<file path="src/rtl/aes_job_ctrl_if.sv">
// aes_job_ctrl_if: requester, core-operand and response signals of the AES job
// controller. The slave modport is the controller's view; master is the
// environment (requesters, AES core and response consumer).
interface aes_job_ctrl_if;
    logic         req0_valid;
    logic         req0_ready;
    logic [127:0] req0_data;
    logic [127:0] req0_key;
    logic         req1_valid;
    logic         req1_ready;
    logic [127:0] req1_data;
    logic [127:0] req1_key;
    logic [31:0]  core_data_0;
    logic [31:0]  core_data_1;
    logic [31:0]  core_data_2;
    logic [31:0]  core_data_3;
    logic [31:0]  core_key_0;
    logic [31:0]  core_key_1;
    logic [31:0]  core_key_2;
    logic [31:0]  core_key_3;
    logic [31:0]  core_out_0;
    logic [31:0]  core_out_1;
    logic [31:0]  core_out_2;
    logic [31:0]  core_out_3;
    logic         rsp_valid;
    logic         rsp_ready;
    logic [127:0] rsp_data;
    logic         rsp_id;
    logic         busy;

    modport slave (
        input  req0_valid, req0_data, req0_key,
        input  req1_valid, req1_data, req1_key,
        input  core_out_0, core_out_1, core_out_2, core_out_3,
        input  rsp_ready,
        output req0_ready, req1_ready,
        output core_data_0, core_data_1, core_data_2, core_data_3,
        output core_key_0, core_key_1, core_key_2, core_key_3,
        output rsp_valid, rsp_data, rsp_id, busy
    );

    modport master (
        output req0_valid, req0_data, req0_key,
        output req1_valid, req1_data, req1_key,
        output core_out_0, core_out_1, core_out_2, core_out_3,
        output rsp_ready,
        input  req0_ready, req1_ready,
        input  core_data_0, core_data_1, core_data_2, core_data_3,
        input  core_key_0, core_key_1, core_key_2, core_key_3,
        input  rsp_valid, rsp_data, rsp_id, busy
    );
endinterface

</file>
<file path="src/rtl/aes_job_ctrl.sv">
// aes_job_ctrl: shares one AES128 core between two requesters. Accepts one
// job at a time, holds the core operands for LATENCY cycles, captures the
// ciphertext and returns it tagged with the requester id.
// Build option: define AES_CTRL_RR_EN for round-robin arbitration; otherwise
// requester 0 has fixed priority.
module aes_job_ctrl #(
    parameter int unsigned LATENCY = 30  // 1..255
) (
    input logic           clk,
    input logic           reset,  // asynchronous, active low
    aes_job_ctrl_if.slave bus
);

    localparam logic [7:0] CntLoad = 8'(LATENCY - 1);

    typedef enum logic [1:0] {StIdle, StWait, StResp} state_e;

    state_e       state_q, state_d;
    logic [7:0]   cnt_q, cnt_d;
    logic [127:0] op_data_q, op_data_d;
    logic [127:0] op_key_q, op_key_d;
    logic [127:0] rsp_data_q, rsp_data_d;
    logic         rsp_valid_q, rsp_valid_d;
    logic         rsp_id_q, rsp_id_d;
    logic         grant1;
    logic         idle;
    logic         accept0, accept1;

`ifdef AES_CTRL_RR_EN
    logic last_q, last_d;  // 1: requester 1 won the last accept

    // On contention, grant the requester that did not win last time.
    always_comb grant1 = bus.req1_valid && (!bus.req0_valid || !last_q);

    // Record the winner of every accept.
    always_comb begin
        last_d = last_q;
        if (accept0 || accept1) begin
            last_d = accept1;
        end
    end

    // Last-grant register; reset to 1 so the first contention goes to requester 0.
    always_ff @(posedge clk or negedge reset) begin
        if (!reset) begin
            last_q <= 1'b1;
        end else begin
            last_q <= last_d;
        end
    end
`else
    // Fixed priority: requester 1 only wins when requester 0 is idle.
    always_comb grant1 = bus.req1_valid && !bus.req0_valid;
`endif

    // Readies are gated by reset so nothing is offered while reset is held.
    always_comb begin
        idle    = (state_q == StIdle) && reset;
        accept0 = idle && bus.req0_valid && !grant1;
        accept1 = idle && grant1;
    end

    // Next-state and datapath update for the IDLE/WAIT/RESP job sequence.
    always_comb begin
        state_d     = state_q;
        cnt_d       = cnt_q;
        op_data_d   = op_data_q;
        op_key_d    = op_key_q;
        rsp_data_d  = rsp_data_q;
        rsp_valid_d = rsp_valid_q;
        rsp_id_d    = rsp_id_q;
        case (state_q)
            StIdle: begin
                if (accept0 || accept1) begin
                    op_data_d = accept1 ? bus.req1_data : bus.req0_data;
                    op_key_d  = accept1 ? bus.req1_key : bus.req0_key;
                    rsp_id_d  = accept1;
                    cnt_d     = CntLoad;
                    state_d   = StWait;
                end
            end
            StWait: begin
                if (cnt_q != 8'd0) begin
                    cnt_d = cnt_q - 8'd1;
                end else begin
                    rsp_data_d  = {bus.core_out_3, bus.core_out_2, bus.core_out_1,
                                   bus.core_out_0};
                    rsp_valid_d = 1'b1;
                    state_d     = StResp;
                end
            end
            StResp: begin
                // rsp_valid is always high here, so rsp_ready alone completes it.
                if (bus.rsp_ready) begin
                    rsp_valid_d = 1'b0;
                    state_d     = StIdle;
                end
            end
            default: state_d = StIdle;
        endcase
    end

    // FSM state register.
    always_ff @(posedge clk or negedge reset) begin
        if (!reset) begin
            state_q <= StIdle;
        end else begin
            state_q <= state_d;
        end
    end

    // Counter, operand and response registers.
    always_ff @(posedge clk or negedge reset) begin
        if (!reset) begin
            cnt_q       <= 8'd0;
            op_data_q   <= '0;
            op_key_q    <= '0;
            rsp_data_q  <= '0;
            rsp_valid_q <= 1'b0;
            rsp_id_q    <= 1'b0;
        end else begin
            cnt_q       <= cnt_d;
            op_data_q   <= op_data_d;
            op_key_q    <= op_key_d;
            rsp_data_q  <= rsp_data_d;
            rsp_valid_q <= rsp_valid_d;
            rsp_id_q    <= rsp_id_d;
        end
    end

    // Output mapping; word 3 is the most significant.
    always_comb begin
        bus.req0_ready  = accept0;
        bus.req1_ready  = accept1;
        bus.core_data_0 = op_data_q[31:0];
        bus.core_data_1 = op_data_q[63:32];
        bus.core_data_2 = op_data_q[95:64];
        bus.core_data_3 = op_data_q[127:96];
        bus.core_key_0  = op_key_q[31:0];
        bus.core_key_1  = op_key_q[63:32];
        bus.core_key_2  = op_key_q[95:64];
        bus.core_key_3  = op_key_q[127:96];
        bus.rsp_valid   = rsp_valid_q;
        bus.rsp_data    = rsp_data_q;
        bus.rsp_id      = rsp_id_q;
        bus.busy        = (state_q != StIdle);
    end

endmodule

</file>
<file path="src/flat_wrapper.sv">
// flat-port wrapper written by rule: the top's interface ports become plain ports
module aes_job_ctrl_flat 
#(
    parameter int unsigned LATENCY = 30           
)
  (clk, reset, bus_req0_valid, bus_req0_data, bus_req0_key, bus_req1_valid, bus_req1_data, bus_req1_key, bus_core_out_0, bus_core_out_1, bus_core_out_2, bus_core_out_3, bus_rsp_ready, bus_req0_ready, bus_req1_ready, bus_core_data_0, bus_core_data_1, bus_core_data_2, bus_core_data_3, bus_core_key_0, bus_core_key_1, bus_core_key_2, bus_core_key_3, bus_rsp_valid, bus_rsp_data, bus_rsp_id, bus_busy);
  aes_job_ctrl_if bus_i ();
  input logic clk;
  input logic reset;
  input wire logic [$bits(bus_i.req0_valid)-1:0] bus_req0_valid;
  input wire logic [$bits(bus_i.req0_data)-1:0] bus_req0_data;
  input wire logic [$bits(bus_i.req0_key)-1:0] bus_req0_key;
  input wire logic [$bits(bus_i.req1_valid)-1:0] bus_req1_valid;
  input wire logic [$bits(bus_i.req1_data)-1:0] bus_req1_data;
  input wire logic [$bits(bus_i.req1_key)-1:0] bus_req1_key;
  input wire logic [$bits(bus_i.core_out_0)-1:0] bus_core_out_0;
  input wire logic [$bits(bus_i.core_out_1)-1:0] bus_core_out_1;
  input wire logic [$bits(bus_i.core_out_2)-1:0] bus_core_out_2;
  input wire logic [$bits(bus_i.core_out_3)-1:0] bus_core_out_3;
  input wire logic [$bits(bus_i.rsp_ready)-1:0] bus_rsp_ready;
  output wire logic [$bits(bus_i.req0_ready)-1:0] bus_req0_ready;
  output wire logic [$bits(bus_i.req1_ready)-1:0] bus_req1_ready;
  output wire logic [$bits(bus_i.core_data_0)-1:0] bus_core_data_0;
  output wire logic [$bits(bus_i.core_data_1)-1:0] bus_core_data_1;
  output wire logic [$bits(bus_i.core_data_2)-1:0] bus_core_data_2;
  output wire logic [$bits(bus_i.core_data_3)-1:0] bus_core_data_3;
  output wire logic [$bits(bus_i.core_key_0)-1:0] bus_core_key_0;
  output wire logic [$bits(bus_i.core_key_1)-1:0] bus_core_key_1;
  output wire logic [$bits(bus_i.core_key_2)-1:0] bus_core_key_2;
  output wire logic [$bits(bus_i.core_key_3)-1:0] bus_core_key_3;
  output wire logic [$bits(bus_i.rsp_valid)-1:0] bus_rsp_valid;
  output wire logic [$bits(bus_i.rsp_data)-1:0] bus_rsp_data;
  output wire logic [$bits(bus_i.rsp_id)-1:0] bus_rsp_id;
  output wire logic [$bits(bus_i.busy)-1:0] bus_busy;
  assign bus_i.req0_valid = bus_req0_valid;
  assign bus_i.req0_data = bus_req0_data;
  assign bus_i.req0_key = bus_req0_key;
  assign bus_i.req1_valid = bus_req1_valid;
  assign bus_i.req1_data = bus_req1_data;
  assign bus_i.req1_key = bus_req1_key;
  assign bus_i.core_out_0 = bus_core_out_0;
  assign bus_i.core_out_1 = bus_core_out_1;
  assign bus_i.core_out_2 = bus_core_out_2;
  assign bus_i.core_out_3 = bus_core_out_3;
  assign bus_i.rsp_ready = bus_rsp_ready;
  assign bus_req0_ready = bus_i.req0_ready;
  assign bus_req1_ready = bus_i.req1_ready;
  assign bus_core_data_0 = bus_i.core_data_0;
  assign bus_core_data_1 = bus_i.core_data_1;
  assign bus_core_data_2 = bus_i.core_data_2;
  assign bus_core_data_3 = bus_i.core_data_3;
  assign bus_core_key_0 = bus_i.core_key_0;
  assign bus_core_key_1 = bus_i.core_key_1;
  assign bus_core_key_2 = bus_i.core_key_2;
  assign bus_core_key_3 = bus_i.core_key_3;
  assign bus_rsp_valid = bus_i.rsp_valid;
  assign bus_rsp_data = bus_i.rsp_data;
  assign bus_rsp_id = bus_i.rsp_id;
  assign bus_busy = bus_i.busy;
  aes_job_ctrl #(.LATENCY(LATENCY)) u_core (.clk(clk), .reset(reset), .bus(bus_i));
endmodule
</file>
<file path="config.mk">
export PLATFORM = sky130hd
export DESIGN_NAME = aes_job_ctrl_flat
export DESIGN_NICKNAME = d
export VERILOG_FILES = /design/src/rtl/aes_job_ctrl_if.sv /design/src/rtl/aes_job_ctrl.sv /design/src/flat_wrapper.sv
export SDC_FILE = /design/constraint.sdc
export NUM_CORES = 1
export LEC_CHECK = 0
export ABC_AREA = 1
export BUFFER_PORTS_ARGS = -buffer_cell sky130_fd_sc_hd__buf_2
export CORE_AREA = 2 2 401 403
export DETAILED_ROUTE_END_ITERATION = 7
export DIE_AREA = 0 0 403 405
export SLEW_MARGIN = 20
export SYNTH_ARGS = -nofsm -noshare
export SYNTH_HDL_FRONTEND = slang
export SYNTH_SLANG_ARGS = --single-unit
export TNS_END_PERCENT = 20
</file>
<file path="constraint.sdc">
create_clock -name clk -period 2.7 [get_ports clk]
set_input_delay 0 -clock clk [delete_from_list [all_inputs] [get_ports clk]]
set_output_delay 0 -clock clk [all_outputs]
set_load 0.05 [all_outputs]
</file>
==> out/metrics.cfg <==
[clock_network]
cts.clk_slew.worst_paths_ns=0.06
cts_tree=yes
cts_buffer_depth=3
cts_sinks=396
cts_buffers=47
clk_latency_ns=0.61
h-tree-depth=2
cts-root-buf=clkbuf_16

[grt]
antenna_found_initial=119
grt_start_max_net_pins=117
grt.total_usage_pct=13.33
grt_overflow=0
grt_pass1_wl_um=157500
grt_pass1_vias=21583

[hold_path]
hold_path_startpoint=bus_req0_valid
hold_path_depth=5
min-delay-path-class=input pin to flip-flop

[cells_and_area]
nets=4315
final-seq-area_mm2=0.009910
synthToLayoutAreaGrowth_pct=90.97
multi_input_area_mm2=0.006466
fill_cells=17520
drive_above_1_share_pct=31.58

[die]
die-area_mm2=0.1632
die_h_um=405
core-area_mm2=0.1593
chipWidth_um=403
io_pins=1034
start_util_pct=10.81
fp-row-count=147

[routing]
drt_iter0_drc=1761
drt_pre_antenna_iters=5
num_vias=22008
routed_wl_um=117300
avgRoutedWirePerCell_um=20.14
drc_errors=0
via_per_inst=3.778
ant_nets=0

[power_and_ir_drop]
vdd_drop_max_mv=1.109
power_leakage_nw=15.91
cellPowerDensity_mw_per_mm2=1214
total_power_mw=39.90

[timing]
worst_pin_slew_ns=0.9179
holdWs_ns=0.03375
skew_ns=0.01331
rsz0062_at_grt=yes
timing.final.max_slew_violations=0
fmax_mhz=371.7
hold_viol=0
setup_viol=0
finalWorstPathRequiredPeriod_ns=2.690
max_slew_margin_pct=38.81
timing.final.crit_share_pct=99.65

[critical_path]
r2r_start=u_core.state_q[1]
cpMostUsedCell=dlygate4sd3_1
ff2ff_path_depth=8
worst-setup-path-type=input pin to flip-flop
required_ns=3.23
cp_slowest_cell=buf_4
crit_start=reset
start_kind=input pin
slowest_delay_ns=0.63
path_cells=dlygate4sd3_1, dlygate4sd3_1, buf_8, nand3_4, buf_4, nor2_1, o21ai_1, dlygate4sd3_1
path_max_fanout=64
end_kind=flip-flop
cp.arrival_ns=3.22

[synthesis]
synth.distinct_cells=22
syn_avg_cell_area_um2=8.413
yosysSeqAreaShare_pct=57.57
yosysWarningCount=0
netlist_instances=2046
syn_area_mm2=0.01721
synth_seq_cells=396
syn-num-nets=2693

[place]
io_buffers=1033
place.gp.congestion=0.8983
dp_hpwl_um=87720

[status]
status=complete, no violations

[flow_run]
cap_violations=0

layout by cell type (no fill, tap or decap), types with 2 or more instances in the layout:
cell	count
a21oi_1	258
buf_12	16
buf_2	1032
buf_4	33
bufinv_16	4
clkbuf_1	9
clkbuf_16	47
clkbuf_8	6
clkinv_2	9
clkinvlp_4	3
dfrtp_1	396
diode_2	40
dlygate4sd3_1	644
ha_1	2
inv_1	14
inv_6	3
nand2_1	536
nand3_1	134
nor2_1	270
nor2_4	4
o21ai_0	22
o21ai_1	244
worst paths after layout:
check | slack (ns) | end
setup / recovery | 0.01 | u_core.op_data_q[72]
hold / removal | 0.03 | u_core.state_q[0]
setup reg to reg | 0.15 | u_core.op_data_q[124]
hold reg to reg | 0.46 | u_core.bus.rsp_data[31]
max in group asynchronous | 0.91 | u_core.op_data_q[119]
min in group asynchronous | 0.62 | u_core.bus.rsp_data[123]
metrics by stage:
stage               util (%)  worst slack [ns]   TNS, ns  cell area (um2)  instances
floorplan                  -             1.214         0            17210       2046
global placement       15.56            0.6426         0            24790       5058
detailed placement     15.56            0.5961         0            24790       5058
CTS                    20.54           0.02333         0            32720       5782
global route           20.61          -0.03231  -0.04286            32830       5807
finish                 20.64          0.009514         0            32870       5825
registers in the layout, summed over array words and instances (netlist names):
signal                flops
u_core.bus.rsp_data     128
u_core.bus.rsp_id         1
u_core.bus.rsp_valid      1
u_core.cnt_q              8
u_core.op_data_q        128
u_core.op_key_q         128
u_core.state_q            2
report_power, final:
part / switching (mW) / internal, mW / total [mW]
clock: 2.74 / 3.63 / 6.37
combinational: 16.1 / 6.83 / 22.9
sequential: 1.77 / 8.82 / 10.6
total: 20.6 / 19.3 / 39.9
cells by family (layout without fill, tap and decap cells):
kind of cell,Yosys count,count (layout),synth area share (%)
fa+ha+maj,2,2,0.1453
compound gates,525,525,15.29
simple gates,950,950,21.92
xor+xnor,1,1,0.05089
other cells,0,40,0
flops,396,396,57.57
buf+inv,172,1825,5.030
synth_stat cells, drive strengths merged:
library cell / instances / area, um2
nand2: 538 / 2022
dfrtp: 396 / 9910
nor2: 275 / 1060
o21ai: 266 / 1331
a21oi: 259 / 1300
buf: 141 / 749.5
nand3: 135 / 680.7
inv: 17 / 63.81
clkbuf: 14 / 52.55
ha: 2 / 25.02
nor3: 1 / 5.000
or2: 1 / 6.260
xor2: 1 / 8.760
what timing repair did:
item / 4_1_cts / 5_1_grt
endpoints found under the setup margin: 0 / 94
hold buffers: 644 / 1
buffers inserted: 0 / 1
hold endpoints to repair: 666 / 1
gates resized for setup: 0 / 4
per-layer routing:
layer / global-route usage [%] / vias up / wire, um
met3: 5.692 / 313 / 12400
met4: 6.696 / 58 / 5636
li1: - / 9999 / -
met1: 15.69 / 10451 / 45850
met2: 20.60 / 1187 / 52970
met5: 0.5947 / - / 471
worst max-delay path: cells and delay by family:
family          cells  cell delay (ns)
compound gates      1             0.20
simple gates        2             0.36
buf+inv             5             2.52
area by class of cell:
type,count,area share (%)
repair buffers,1727,37.13
flip-flops and latches,396,30.14
multi-input cells,1478,19.67
well taps,2086,7.939
clock buffers,62,3.932
clock inverters,18,0.5595
diodes,40,0.3045
inverters,17,0.2969
repair inverters,1,0.02664
Power figures use the tool's default switching activity.
